**src/rtl/shading_pkg.sv**
```systemverilog
// Shared types, fixed-point constants and the channel quantiser for the shading pixel writer.
// Build option: SHADING_PIXEL_ROUND_EN selects round-to-nearest instead of truncation.
package shading_pkg;

    localparam logic [31:0] FIP_ONE       = 32'h0001_0000;
    localparam logic [31:0] FIP_HALF_LSB8 = 32'h0000_0080;

    typedef logic signed [31:0] rgb_fip_t [0:2];

    typedef struct packed {
        logic [31:0] addr;
        logic [31:0] data;
    } pixel_wr_t;

    typedef enum logic [1:0] {IDLE, RUN, DRAIN, DONE} pw_state_t;

    // Evaluated in 33 bits so the rounding bias cannot wrap a large positive value negative.
    function automatic logic [7:0] quant_channel(input logic signed [31:0] value);
        logic [32:0] biased;
        logic [7:0]  result;
        biased = {1'b0, value};
`ifdef SHADING_PIXEL_ROUND_EN
        biased = biased + {1'b0, FIP_HALF_LSB8};
`endif
        if (value < 0)
            result = 8'h00;
        else if (biased >= {1'b0, FIP_ONE})
            result = 8'hFF;
        else
            result = biased[15:8];
        return result;
    endfunction

endpackage

```
**src/rtl/shading_sync_fifo.sv**
```systemverilog
// Synchronous FIFO with an explicit occupancy count; entry type and power-of-2 depth are parameters.
// Push while full and pop while empty are ignored.
module shading_sync_fifo #(
    parameter type T     = logic [63:0],
    parameter int  DEPTH = 8
) (
    input  logic                     clk,
    input  logic                     rst,
    input  logic                     push,
    input  logic                     pop,
    input  T                         din,
    output T                         dout,
    output logic                     full,
    output logic                     empty,
    output logic [$clog2(DEPTH):0]   count
);

    localparam int PW = $clog2(DEPTH);

    T                mem [DEPTH];
    logic [PW-1:0]   wr_ptr;
    logic [PW-1:0]   rd_ptr;
    logic [PW:0]     count_q;
    logic            do_push;
    logic            do_pop;

    assign do_push = push && !full;
    assign do_pop  = pop && !empty;
    assign full    = (count_q == (PW+1)'(DEPTH));
    assign empty   = (count_q == '0);
    assign count   = count_q;
    assign dout    = mem[rd_ptr];

    always_ff @(posedge clk or posedge rst) begin
        if (rst) begin
            wr_ptr  <= '0;
            rd_ptr  <= '0;
            count_q <= '0;
        end else begin
            if (do_push)
                wr_ptr <= wr_ptr + PW'(1);
            if (do_pop)
                rd_ptr <= rd_ptr + PW'(1);
            case ({do_push, do_pop})
                2'b10:   count_q <= count_q + (PW+1)'(1);
                2'b01:   count_q <= count_q - (PW+1)'(1);
                default: count_q <= count_q;
            endcase
        end
    end

    always_ff @(posedge clk) begin
        if (do_push)
            mem[wr_ptr] <= din;
    end

endmodule

```
**src/rtl/shading_pixel_writer.sv**
```systemverilog
// Quantises shaded RGB pixels to 0x00RRGGBB, buffers them and issues one framebuffer write per pixel.
// Build option: SHADING_PIXEL_ROUND_EN (round-to-nearest quantisation, see shading_pkg).
//
// state | meaning
// IDLE  | waiting for i_start
// RUN   | accepting pixels until the last pixel of the frame
// DRAIN | every pixel accepted, flushing the write buffer
// DONE  | o_frame_done high for this cycle, then IDLE
module shading_pixel_writer
    import shading_pkg::*;
#(
    parameter logic [31:0] FB_BASE    = 32'h0000_0000,
    parameter int          WIDTH      = 320,
    parameter int          HEIGHT     = 240,
    parameter int          FIFO_DEPTH = 8
) (
    input  logic        i_clk,
    input  logic        i_rst,
    input  logic        i_start,
    input  logic        i_valid,
    input  rgb_fip_t    i_light,
    output logic        o_ready,
    output logic        o_wr_valid,
    input  logic        i_wr_ready,
    output logic [31:0] o_wr_addr,
    output logic [31:0] o_wr_data,
    output logic        o_busy,
    output logic        o_frame_done
);

    localparam int          CW       = $clog2(FIFO_DEPTH) + 1;
    localparam logic [31:0] LAST_IDX = 32'(WIDTH * HEIGHT - 1);

    pw_state_t       state;
    logic [31:0]     pix_idx;
    logic            busy_q;
    logic            frame_done_q;
    pixel_wr_t       push_entry;
    pixel_wr_t       head;
    logic            fifo_full;
    logic            fifo_empty;
    logic [CW-1:0]   fifo_count;
    logic            accept;
    logic            pop;

    assign o_ready      = (state == RUN) && !fifo_full;
    assign accept       = i_valid && o_ready;
    assign o_wr_valid   = !fifo_empty;
    assign pop          = o_wr_valid && i_wr_ready;
    // Gated so stale buffer contents never reach the bus after reset.
    assign o_wr_addr    = o_wr_valid ? head.addr : '0;
    assign o_wr_data    = o_wr_valid ? head.data : '0;
    assign o_busy       = busy_q;
    assign o_frame_done = frame_done_q;

    always_comb begin
        push_entry      = '0;
        push_entry.addr = FB_BASE + (pix_idx << 2);
        push_entry.data = {8'h00, quant_channel(i_light[0]),
                           quant_channel(i_light[1]), quant_channel(i_light[2])};
    end

    shading_sync_fifo #(
        .T     (pixel_wr_t),
        .DEPTH (FIFO_DEPTH)
    ) u_fifo (
        .clk   (i_clk),
        .rst   (i_rst),
        .push  (accept),
        .pop   (pop),
        .din   (push_entry),
        .dout  (head),
        .full  (fifo_full),
        .empty (fifo_empty),
        .count (fifo_count)
    );

    always_ff @(posedge i_clk or posedge i_rst) begin
        if (i_rst) begin
            state        <= IDLE;
            pix_idx      <= '0;
            busy_q       <= 1'b0;
            frame_done_q <= 1'b0;
        end else begin
            frame_done_q <= 1'b0;
            case (state)
                IDLE: begin
                    if (i_start) begin
                        state   <= RUN;
                        pix_idx <= '0;
                        busy_q  <= 1'b1;
                    end
                end
                RUN: begin
                    if (accept) begin
                        pix_idx <= pix_idx + 32'd1;
                        if (pix_idx == LAST_IDX)
                            state <= DRAIN;
                    end
                end
                DRAIN: begin
                    // Leave as the final pop retires so the pulse lands the cycle after it.
                    if (fifo_empty || (fifo_count == CW'(1) && pop)) begin
                        state        <= DONE;
                        busy_q       <= 1'b0;
                        frame_done_q <= 1'b1;
                    end
                end
                DONE: begin
                    state <= IDLE;
                end
                default: begin
                    state <= IDLE;
                end
            endcase
        end
    end

endmodule

```
**config.mk**
```make
export PLATFORM = sky130hd
export DESIGN_NAME = shading_pixel_writer
export DESIGN_NICKNAME = d
export VERILOG_FILES = /design/src/rtl/shading_pkg.sv /design/src/rtl/shading_sync_fifo.sv /design/src/rtl/shading_pixel_writer.sv
export SDC_FILE = /design/constraint.sdc
export NUM_CORES = 1
export LEC_CHECK = 0
export CAP_MARGIN = 25
export CORE_MARGIN = 2
export CORE_UTILIZATION = 60
export CTS_BUF_LIST = sky130_fd_sc_hd__clkbuf_16
export DETAILED_ROUTE_END_ITERATION = 8
export PLACE_DENSITY = 0.8
export SLEW_MARGIN = 20
export SYNTH_ARGS = -nofsm -noshare
export SYNTH_HDL_FRONTEND = slang
export SYNTH_SLANG_ARGS = --single-unit
```
**constraint.sdc**
```tcl
create_clock -name i_clk -period 20.7 [get_ports i_clk]
set_clock_uncertainty 0.2 [all_clocks]
set_input_delay 4.14 -clock i_clk [delete_from_list [all_inputs] [get_ports i_clk]]
set_output_delay 4.14 -clock i_clk [all_outputs]
set_load 0.005 [all_outputs]
```
==> summary.txt, run 1 <==
Pwr
  – Internal: 2.14 mW
  – Clk pwr share: 26.2%
  – PD cells: 133 nW/µm²
  – Gate power share: 30.0%
  – Sw frac: 28.7%
  – Lkg Pwr: 7.68 nW
  – Total power: 3.00 mW
  – Seq pwr share: 43.8%
  – NetSw: 861 µW
  – Peak supply drop: 0.116 mV

Layout
  – Most frequent cells in the layout: 432 x edfxtp_1, 134 x clkdlybuf4s50_1, 114 x nor2_1, 108 x mux4_2, 56 x mux2i_1
  – Area of the multi-input gates: 5040 µm²
  – Commonest non-fill, non-tap cell in the layout: edfxtp_1
  – Layout cells sized above 1: 16.8%
  – Fill count: 1875
  – Final nets: 1317
  – N_diodes: 0
  – Synthesis-to-layout area growth: 16.2%
  – Reg area: 14100 µm²

Clock network
  – Clock slew at reported path FFs: 0.06 ns
  – Post-CTS resize count: 0
  – CTS tree: done
  – Post-CTS Setup Bufs: 0
  – Hold-fix buffers, CTS: 0
  – Sink Count: 478
  – CTS Root Buffer Type: clkbuf_16
  – Longest Clk Path Bufs: 3
  – H-tree levels: 2
  – Clock buffer count from CTS: 45
  – Worst-Skew Late Latency: 0.55 ns

Critical path
  – WS Path Type: reg2out
  – Critical-path cell list: buf_4 > mux4_2 > mux2i_1 > nor2_1 > clkdlybuf4s50_1
  – Crit path max fanout: 45
  – CP Capture Type: output pin
  – Worst setup SP type: flip-flop
  – Crit path from: u_fifo.rd_ptr[0]
  – CP Data Required Time: 16.36 ns
  – Worst endpoint data arrival time: 3.86 ns
  – Worst stage delay on the critical path: 0.85 ns
  – Slowest stage cell on the critical path: dfrtp_4
  – R2r startpoint: state[1]

Timing
  – Worst Tran Pin Value: 1.00 ns
  – Final hold vios: 0
  – RSZ-0062 raised after global routing: false
  – Final Critical Period: 8.20 ns
  – Final TNS setup: 0 ns
  – Fin. max-slew vios: 0
  – Final period utilization: 39.6%
  – Worst slew margin: 33.3%
  – Final setup vio count: 0
  – Hold_ws: 0.327 ns
  – Fmax: 122 MHz

Yosys
  – Adder-Cell Fraction of Synth Area: 0.707%
  – Syn. warnings: 0
  – Post-Synth XOR/XNOR Area: 0.360%
  – Post-synthesis compound-gate area fraction: 2.74%
  – Seq cells post-synth: 478
  – Most used DFF post-synth: edfxtp_1
  – Sequential element share of the synthesized area: 72.5%
  – Syn avg cell area: 18.2 µm²
  – Synth cell types: 57
  – Mux cell area share after synthesis: 15.5%
  – Cells after Synth: 1068
  – Post-Synth Simple-Gate Area: 6.15%
  – Post-synth EDFFs: 432
  – Main combinational cell family by area after synthesis: multiplexers
  – Syn Std Cell Area: 19500 µm²
  – Async SR Flop Fraction: 9.62%

Drt
  – Vias: 10457
  – Iter 0 DRT Violations: 1233
  – Avg WL per Cell: 24.2 µm
  – Detailed-route wire length: 40.5 mm
  – Pre-antenna DRT Iters: 5
  – ANT nets after route: 0
  – # DRC: 0
  – Drt via density: 6.24

Global route
  – GRT Residual Overflow: 0
  – Largest net degree at the start of global routing: 69
  – First-pass GRT wire length: 61.5 mm
  – Total GRT Usage: 24.3%
  – Vias in the first global route: 10683
  – Initial antenna violation count: 0

Floorplan
  – Die area: 33900 µm²
  – I/O Pins: 169
  – Chip height: 184 µm
  – Width of the die: 184 µm
  – Core area: 31800 µm²
  – Row cnt: 65
  – Starting Density: 61.3%

Outcome
  – Outcome: completed

Hold path
  – Worst hold start: u_fifo.count[3]
  – Worst Hold Class: reg2reg

Job
  – Max_cap viols: 0

Placed design
  – DP Wirelength: 20.9 mm
  – Port bufs: 134
  – Final GP Congestion: 0.813
final timing paths:
path                       slack, ns  cells after the start               end
hold / removal                  0.33                      1   u_fifo.count[3]
setup reg to reg               17.11                      6       pix_idx[22]
max in group asynchronous      15.82                      2  u_fifo.rd_ptr[0]
hold reg to reg                 0.33                      1   u_fifo.count[3]
min in group asynchronous       3.86                      2  u_fifo.wr_ptr[0]
setup / recovery               12.50                      5     o_wr_addr[13]
cell usage after synthesis, types with 4 or more instances:
library cell | number | area [µm²]
clkbuf_1 | 29 | 109
and4_1 | 5 | 43.8
buf_1 | 7 | 26.3
a41oi_1 | 5 | 43.8
buf_2 | 16 | 80.1
and2_1 | 4 | 25.0
nor2_1 | 115 | 432
edfxtp_1 | 432 | 13000
ha_1 | 11 | 138
nor3_1 | 5 | 25.0
nand3_1 | 11 | 55.1
and3_1 | 10 | 62.6
mux2i_1 | 56 | 561
xnor2_1 | 5 | 43.8
dfrtp_1 | 46 | 1150
nand4_1 | 21 | 131
a31oi_1 | 12 | 75.1
a21oi_1 | 10 | 50.1
o21ai_0 | 32 | 160
o31ai_1 | 9 | 67.6
nand2_1 | 32 | 120
nor4_1 | 16 | 100
a21o_1 | 4 | 30.0
inv_1 | 10 | 37.5
mux4_2 | 108 | 2430
buf_4 | 14 | 105
power groups by stage:
stage | sequential [mW] | combinational [mW] | clock [mW]
after global placement | 1.32 | 0.896 | 0
after floorplan | 1.27 | 0.582 | 0
final | 1.32 | 0.901 | 0.786
after detailed placement | 1.33 | 0.905 | 0
after CTS | 1.32 | 0.916 | 0.796
after global routing | 1.33 | 0.966 | 0.832
per-stage QoR:
step | utilization, % | std cells | setup slack (ns) | cell area [µm²]
3_5_place_dp | 66.8 | 1593 | 13.07 | 21200
3_3_place_gp | 66.7 | 1592 | 13.05 | 21200
4_1_cts | 71.2 | 1676 | 12.41 | 22600
5_1_grt | 71.2 | 1676 | 12.21 | 22600
6_report | 71.2 | 1676 | 12.50 | 22600
2_1_floorplan | - | 1077 | 9.81 | 19500
worst max-delay path, delay by kind of cell (launching register included):
| family | cells | cell delay [ns] |
|---|---|---|
| flip-flops | 1 | 0.85 |
| AND/OR/NAND/NOR | 1 | 0.11 |
| buffers and inverters | 2 | 1.29 |
| multiplexers | 2 | 1.05 |
final cells by class:
type	count	share of cell area (%)
Inverter	11	0.188
Tap cell	435	2.40
Clock buffer	47	5.20
Sequential cell	478	62.4
Multi-Input combinational cell	519	22.3
Clock inverter	36	1.03
Timing Repair Buffer	150	6.47
per-layer routing:
layer	global-route usage [%]	vias up	routed length (µm)
met3	3.40	64	2490
met5	0	-	0
met1	33.8	5420	16500
li1	-	4531	-
met4	7.36	0	908
met2	40.9	442	20700
registers in the layout, indices dropped and copies added (netlist names):
register	count
u_fifo.rd_ptr	3
pix_idx	32
state	2
u_fifo.mem	432
o_busy	1
o_frame_done	1
u_fifo.count	4
u_fifo.wr_ptr	3
cells by family (layout without fill, tap and decap cells):
family	after synthesis	after routing
other cells	1	10
buf+inv	80	244
simple gates	241	241
xor+xnor	8	8
compound gates	83	83
flops	478	478
mux	166	166
fa+ha+maj	11	11
Note: power is estimated with default switching activity, not from simulation.
==> inputs of run 2 (changes only) <==
- CORE_UTILIZATION: 60 -> 58
- PLACE_DENSITY: 0.8 -> 0.78
- clock period: 20.7 -> 8.25 ns (I/O delays scaled with it)
==> summary.txt, run 2 (synthesis results as in run 1) <==
Outcome
  – Outcome: completed (unchanged)

Job
  – Max_cap viols: 0 (unchanged)

Pwr
  – Internal: 5.47 mW (was 2.14 mW)
  – PD cells: 334 nW/µm² (was 133 nW/µm²)
  – Clk pwr share: 27.2% (was 26.2%)
  – Sw frac: 28.2% (was 28.7%)
  – Peak supply drop: 0.270 mV (was 0.116 mV)
  – Gate power share: 29.3% (was 30.0%)
  – Seq pwr share: 43.5% (was 43.8%)
  – NetSw: 2.15 mW (was 861 µW)
  – Total power: 7.62 mW (was 3.00 mW)
  – Lkg Pwr: 7.75 nW (was 7.68 nW)

Critical path
  – CP Data Required Time: 6.40 ns (was 16.36 ns)
  – Crit path max fanout: 56 (was 45)
  – Worst setup SP type: flip-flop (unchanged)
  – WS Path Type: reg2out (unchanged)
  – CP Capture Type: output pin (unchanged)
  – Worst endpoint data arrival time: 3.65 ns (was 3.86 ns)

Timing
  – Hold_ws: 0.326 ns (was 0.327 ns)
  – Final WS setup: 2.75 ns (was 12.50 ns)
  – Final Critical Period: 5.50 ns
  – RSZ-0062 raised after global routing: false (unchanged)
  – Fin. max-slew vios: 0 (unchanged)
  – Fmax: 182 MHz
  – Worst slew margin: 34.2% (was 33.3%)
  – Worst Tran Pin Value: 0.986 ns (was 1.00 ns)
  – Final setup vio count: 0 (unchanged)
  – Final period utilization: 66.6%
  – Final hold vios: 0 (unchanged)
  – Final TNS setup: 0 ns (unchanged)

Hold path
  – Worst Hold Class: reg2reg (unchanged)

Clock network
  – Sink Count: 478 (unchanged)
  – Post-CTS Setup Bufs: 0 (unchanged)
  – Hold-fix buffers, CTS: 0 (unchanged)
  – Clock buffer count from CTS: 47 (was 45)
  – CTS tree: done (unchanged)
  – Longest Clk Path Bufs: 3 (unchanged)
  – H-tree levels: 2 (unchanged)
  – Post-CTS resize count: 0 (unchanged)
  – CTS Root Buffer Type: clkbuf_16 (unchanged)
  – Clock slew at reported path FFs: 0.06 ns (about the same)
  – Worst-Skew Late Latency: 0.55 ns (about the same)

Global route
  – Initial antenna violation count: 0 (unchanged)
  – Total GRT Usage: 23.3% (was 24.3%)
  – Largest net degree at the start of global routing: 83 (was 69)
  – First-pass GRT wire length: 61.9 mm (was 61.5 mm)
  – GRT Residual Overflow: 0 (unchanged)
  – Vias in the first global route: 10770 (was 10683)

Drt
  – Vias: 10408 (was 10457)
  – Drt via density: 6.14 (was 6.24)
  – # DRC: 0 (unchanged)
  – Iter 0 DRT Violations: 1007 (was 1233)
  – Detailed-route wire length: 40.2 mm (was 40.5 mm)
  – Pre-antenna DRT Iters: 5 (unchanged)
  – Avg WL per Cell: 23.7 µm (was 24.2 µm)
  – ANT nets after route: 0 (unchanged)

Layout
  – Most frequent cells in the layout: 432 x edfxtp_1, 134 x clkdlybuf4s50_1, 114 x nor2_1, 108 x mux4_2, 56 x mux2i_1 (unchanged)
  – N_diodes: 0 (unchanged)
  – Largest register by flop count: u_fifo.mem (unchanged)
  – Final nets: 1323 (was 1317)
  – Synthesis-to-layout area growth: 17.1% (was 16.2%)
  – Fill count: 2112 (was 1875)
  – Max reg flops: 432 (unchanged)
  – Layout cells sized above 1: 17.1% (was 16.8%)
  – Commonest non-fill, non-tap cell in the layout: edfxtp_1 (unchanged)
  – Post-layout util: 68.5% (was 71.2%)

Placed design
  – Pre-CTS setup slack: 3.30 ns (was 13.07 ns)
  – Port bufs: 134 (unchanged)
  – Final GP Congestion: 0.851 (was 0.813)
  – DP Wirelength: 21.8 mm (was 20.9 mm)

Floorplan
  – Width of the die: 187 µm (was 184 µm)
  – Chip height: 187 µm (was 184 µm)
  – I/O Pins: 169 (unchanged)
  – Starting Density: 58.5% (was 61.3%)
  – Die area: 35100 µm² (was 33900 µm²)
  – Row cnt: 67 (was 65)
  – Core area: 33300 µm² (was 31800 µm²)
run 2: changes by cell type in the layout (fill, tap and decap cells not counted), moves of 2 or more:
cell       before  now
buf_12          0    2
bufinv_16       3    5
clkinv_2        6    2
clkinv_1       12   16
buf_4          15   17
inv_1          22   19
run 2: metrics by stage:
| step | instances | cell area, µm² |
|---|---|---|
| after floorplan | 1077 | 19500 |
| after global placement | 1608 | 21300 |
| after detailed placement | 1610 | 21300 |
| after CTS | 1695 | 22800 |
| after global routing | 1695 | 22800 |
| final | 1695 | 22800 |
run 2: worst paths after layout:
path	startpoint	to	slack (ns)	cells past startpoint
setup / recovery	u_fifo.rd_ptr[1]	o_wr_addr[29]	2.75	5
max in group asynchronous	i_rst	u_fifo.rd_ptr[0]	6.10	3
hold / removal	u_fifo.count[3]	u_fifo.count[3]	0.33	1
min in group asynchronous	i_rst	pix_idx[23]	1.20	2
setup reg to reg	state[1]	u_fifo.mem[7][53]	4.39	6
hold reg to reg	u_fifo.count[3]	u_fifo.count[3]	0.33	1
run 2: cell type report:
type | instances | area [µm²] | area share [%]
flip-flops and latches | 478 | 14100 | 62.0
repair buffers | 154 | 1520 | 6.67
well taps | 448 | 561 | 2.46
clock buffers | 48 | 1200 | 5.27
multi-input cells | 519 | 5050 | 22.1
inverters | 11 | 41.3 | 0.181
clock inverters | 37 | 299 | 1.31
run 2: metal layers:
layer	GRT usage [%]	vias to the layer above	wire length, µm
li1	-	4549	-
met1	32.0	5416	16100
met2	39.3	389	20800
met3	3.85	54	2530
met4	6.04	0	730
met5	0	-	0
run 2: worst max-delay path, cell delays in order (launching register included):
cell and delay [ns]:
dfrtp_4 1.01, buf_4 0.77, mux4_2 0.42, mux2i_1 0.30, nor2_1 0.08, clkdlybuf4s50_1 0.48
run 2: power groups by stage:
stage / registers [mW] / logic [mW] / clock network, mW
floorplan: 3.19 / 1.46 / 0
global placement: 3.33 / 2.24 / 0
detailed placement: 3.36 / 2.27 / 0
CTS: 3.32 / 2.28 / 2.10
global route: 3.36 / 2.41 / 2.20
finish: 3.31 / 2.23 / 2.07
==> inputs of run 3 (changes only) <==
- CORE_UTILIZATION: 58 -> 52
- PLACE_DENSITY: 0.78 -> 0.74
- clock period: 8.25 -> 4.9 ns (I/O delays scaled with it)
==> summary.txt, run 3 (synthesis results as in run 1) <==
Critical path
  – CP Data Required Time: 3.72 ns (was 6.40 ns)
  – Crit path from: u_fifo.count[0] (was u_fifo.rd_ptr[1])
  – CP endpoint: o_wr_addr[20] (was o_wr_addr[29])
  – Worst setup SP type: flip-flop (unchanged)
  – CP Capture Type: output pin (unchanged)
  – WS Path Type: reg2out (unchanged)
  – Worst endpoint data arrival time: 3.07 ns (was 3.65 ns)
  – FF-to-FF path depth: 6 (unchanged)
  – Reg-to-Reg End: u_fifo.mem[5][23] (was u_fifo.mem[7][53])
  – Crit path max fanout: 25 (was 56)
  – R2r startpoint: state[1] (unchanged)
  – Setup slack, reg-to-reg: 1.76 ns (was 4.39 ns)

Clock network
  – Hold-fix buffers, CTS: 0 (unchanged)
  – CTS Root Buffer Type: clkbuf_16 (unchanged)
  – CTS tree: done (unchanged)
  – H-tree levels: 2 (unchanged)
  – Clock slew at reported path FFs: 0.06 ns (about the same)
  – Post-CTS Setup Bufs: 0 (unchanged)
  – Clock buffer count from CTS: 48 (was 47)
  – Sink Count: 478 (unchanged)
  – Longest Clk Path Bufs: 3 (unchanged)
  – Post-CTS resize count: 0 (unchanged)
  – Worst-Skew Late Latency: 0.55 ns (about the same)

Global route
  – GRT Residual Overflow: 0 (unchanged)
  – First-pass GRT wire length: 61.1 mm (was 61.9 mm)
  – Initial antenna violation count: 0 (unchanged)
  – Largest net degree at the start of global routing: 74 (was 83)
  – Total GRT Usage: 20.7% (was 23.3%)
  – Vias in the first global route: 10539 (was 10770)

Layout
  – Final nets: 1326 (was 1323)
  – Layout cells sized above 1: 17.6% (was 17.1%)
  – Most frequent cells in the layout: 432 x edfxtp_1, 134 x clkdlybuf4s50_1, 114 x nor2_1, 108 x mux4_2, 56 x mux2i_1 (unchanged)
  – Max reg flops: 432 (unchanged)
  – Commonest non-fill, non-tap cell in the layout: edfxtp_1 (unchanged)
  – Largest register by flop count: u_fifo.mem (unchanged)
  – N_diodes: 0 (unchanged)
  – Synthesis-to-layout area growth: 18.0% (was 17.1%)

Drt
  – Pre-antenna DRT Iters: 7 (was 5)
  – Detailed-route wire length: 39.7 mm (was 40.2 mm)
  – Avg WL per Cell: 23.1 µm (was 23.7 µm)
  – # DRC: 0 (unchanged)
  – Iter 0 DRT Violations: 992 (was 1007)
  – Vias: 10285 (was 10408)
  – Drt via density: 5.98 (was 6.14)
  – ANT nets after route: 0 (unchanged)

Floorplan
  – Chip height: 198 µm (was 187 µm)
  – Starting Density: 52.9% (was 58.5%)
  – I/O Pins: 169 (unchanged)
  – Core area: 36800 µm² (was 33300 µm²)
  – Width of the die: 198 µm (was 187 µm)
  – Die area: 39000 µm² (was 35100 µm²)
  – Row cnt: 70 (was 67)

Timing
  – Fmax: 235 MHz
  – Worst Tran Pin Value: 0.953 ns (was 0.986 ns)
  – Final WS setup: 0.651 ns (was 2.75 ns)
  – Final hold vios: 0 (unchanged)
  – Fin. max-slew vios: 0 (unchanged)
  – Final Critical Period: 4.25 ns
  – Final setup vio count: 0 (unchanged)
  – Hold_ws: 0.319 ns (was 0.326 ns)
  – Final TNS setup: 0 ns (unchanged)
  – Worst slew margin: 36.5% (was 34.2%)
  – Final period utilization: 86.7%
  – RSZ-0062 raised after global routing: false (unchanged)

Placed design
  – Port bufs: 134 (unchanged)
  – DP Wirelength: 21.2 mm (was 21.8 mm)
  – Final GP Congestion: 0.828 (was 0.851)
  – Pre-CTS setup slack: 1.23 ns (was 3.30 ns)

Outcome
  – Outcome: completed (unchanged)

Pwr
  – Peak supply drop: 0.405 mV (was 0.270 mV)
  – PD cells: 565 nW/µm² (was 334 nW/µm²)
  – Lkg Pwr: 7.80 nW (was 7.75 nW)

Hold path
  – Worst Hold Class: reg2reg (unchanged)

Job
  – Max_cap viols: 0 (unchanged)
==> run 3: changes by cell type in the layout (fill, tap and decap cells not counted), sizes merged <==
cell | before | now
clkinv | 20 | 23
buf | 20 | 22
clkinvlp | 1 | 3
inv | 22 | 20
bufinv | 5 | 6
==> run 3: cell type report <==
type | count | area (µm²)
clock buffers | 48 | 1200
clock inverters | 41 | 347
fillers | 2551 | 13800
inverters | 11 | 42.5
multi-input cells | 519 | 5060
flip-flops and latches | 478 | 14100
well taps | 468 | 586
repair buffers | 156 | 1620
==> run 3: metal layers <==
layer  up-vias  share of wire (%)  track usage (%)
met5         -                  0                0
met4         0                1.4             4.40
met3        45                6.2             3.00
met2       359                 49             33.8
met1      5319                 43             30.1
li1       4562                  -                -
==> run 3: worst min path at each step <==
stage,start,endpoint,slack (ns),cells after the start
2_1_floorplan,u_fifo.count[3],u_fifo.count[3],0.28,1
3_3_place_gp,u_fifo.count[3],u_fifo.count[3],0.30,1
3_5_place_dp,u_fifo.count[3],u_fifo.count[3],0.31,1
4_1_cts,u_fifo.count[3],u_fifo.count[3],0.32,1
5_1_grt,u_fifo.count[3],u_fifo.count[3],0.36,1
6_report,u_fifo.count[3],u_fifo.count[3],0.32,1
==> run 3: power by group <==
group          switching, mW  total [mW]  internal [mW]
Sequential             0.363        5.47           5.11
Clock                   1.47        3.57           2.09
Combinational           1.84        3.96           2.12
Total                   3.68        13.0           9.32
==> run 3: through the flow <==
step / area [µm²] / std cells / power [mW] / util (%)
floorplan: 19500 / 1077 / 7.83 / -
detailed placement: 21400 / 1632 / 9.58 / 58.3
finish: 23000 / 1721 / 13.0 / 62.5
global placement: 21400 / 1632 / 9.50 / 58.3
global route: 23000 / 1721 / 13.6 / 62.5
CTS: 23000 / 1721 / 13.2 / 62.5
==> run 3: worst max-delay path, stage by stage (launching register included) <==
cell	delay, ns
dfrtp_1	0.44
inv_1	0.10
ha_1	0.24
and2_2	0.72
buf_4	0.40
nor2_1	0.10
clkdlybuf4s50_1	0.49
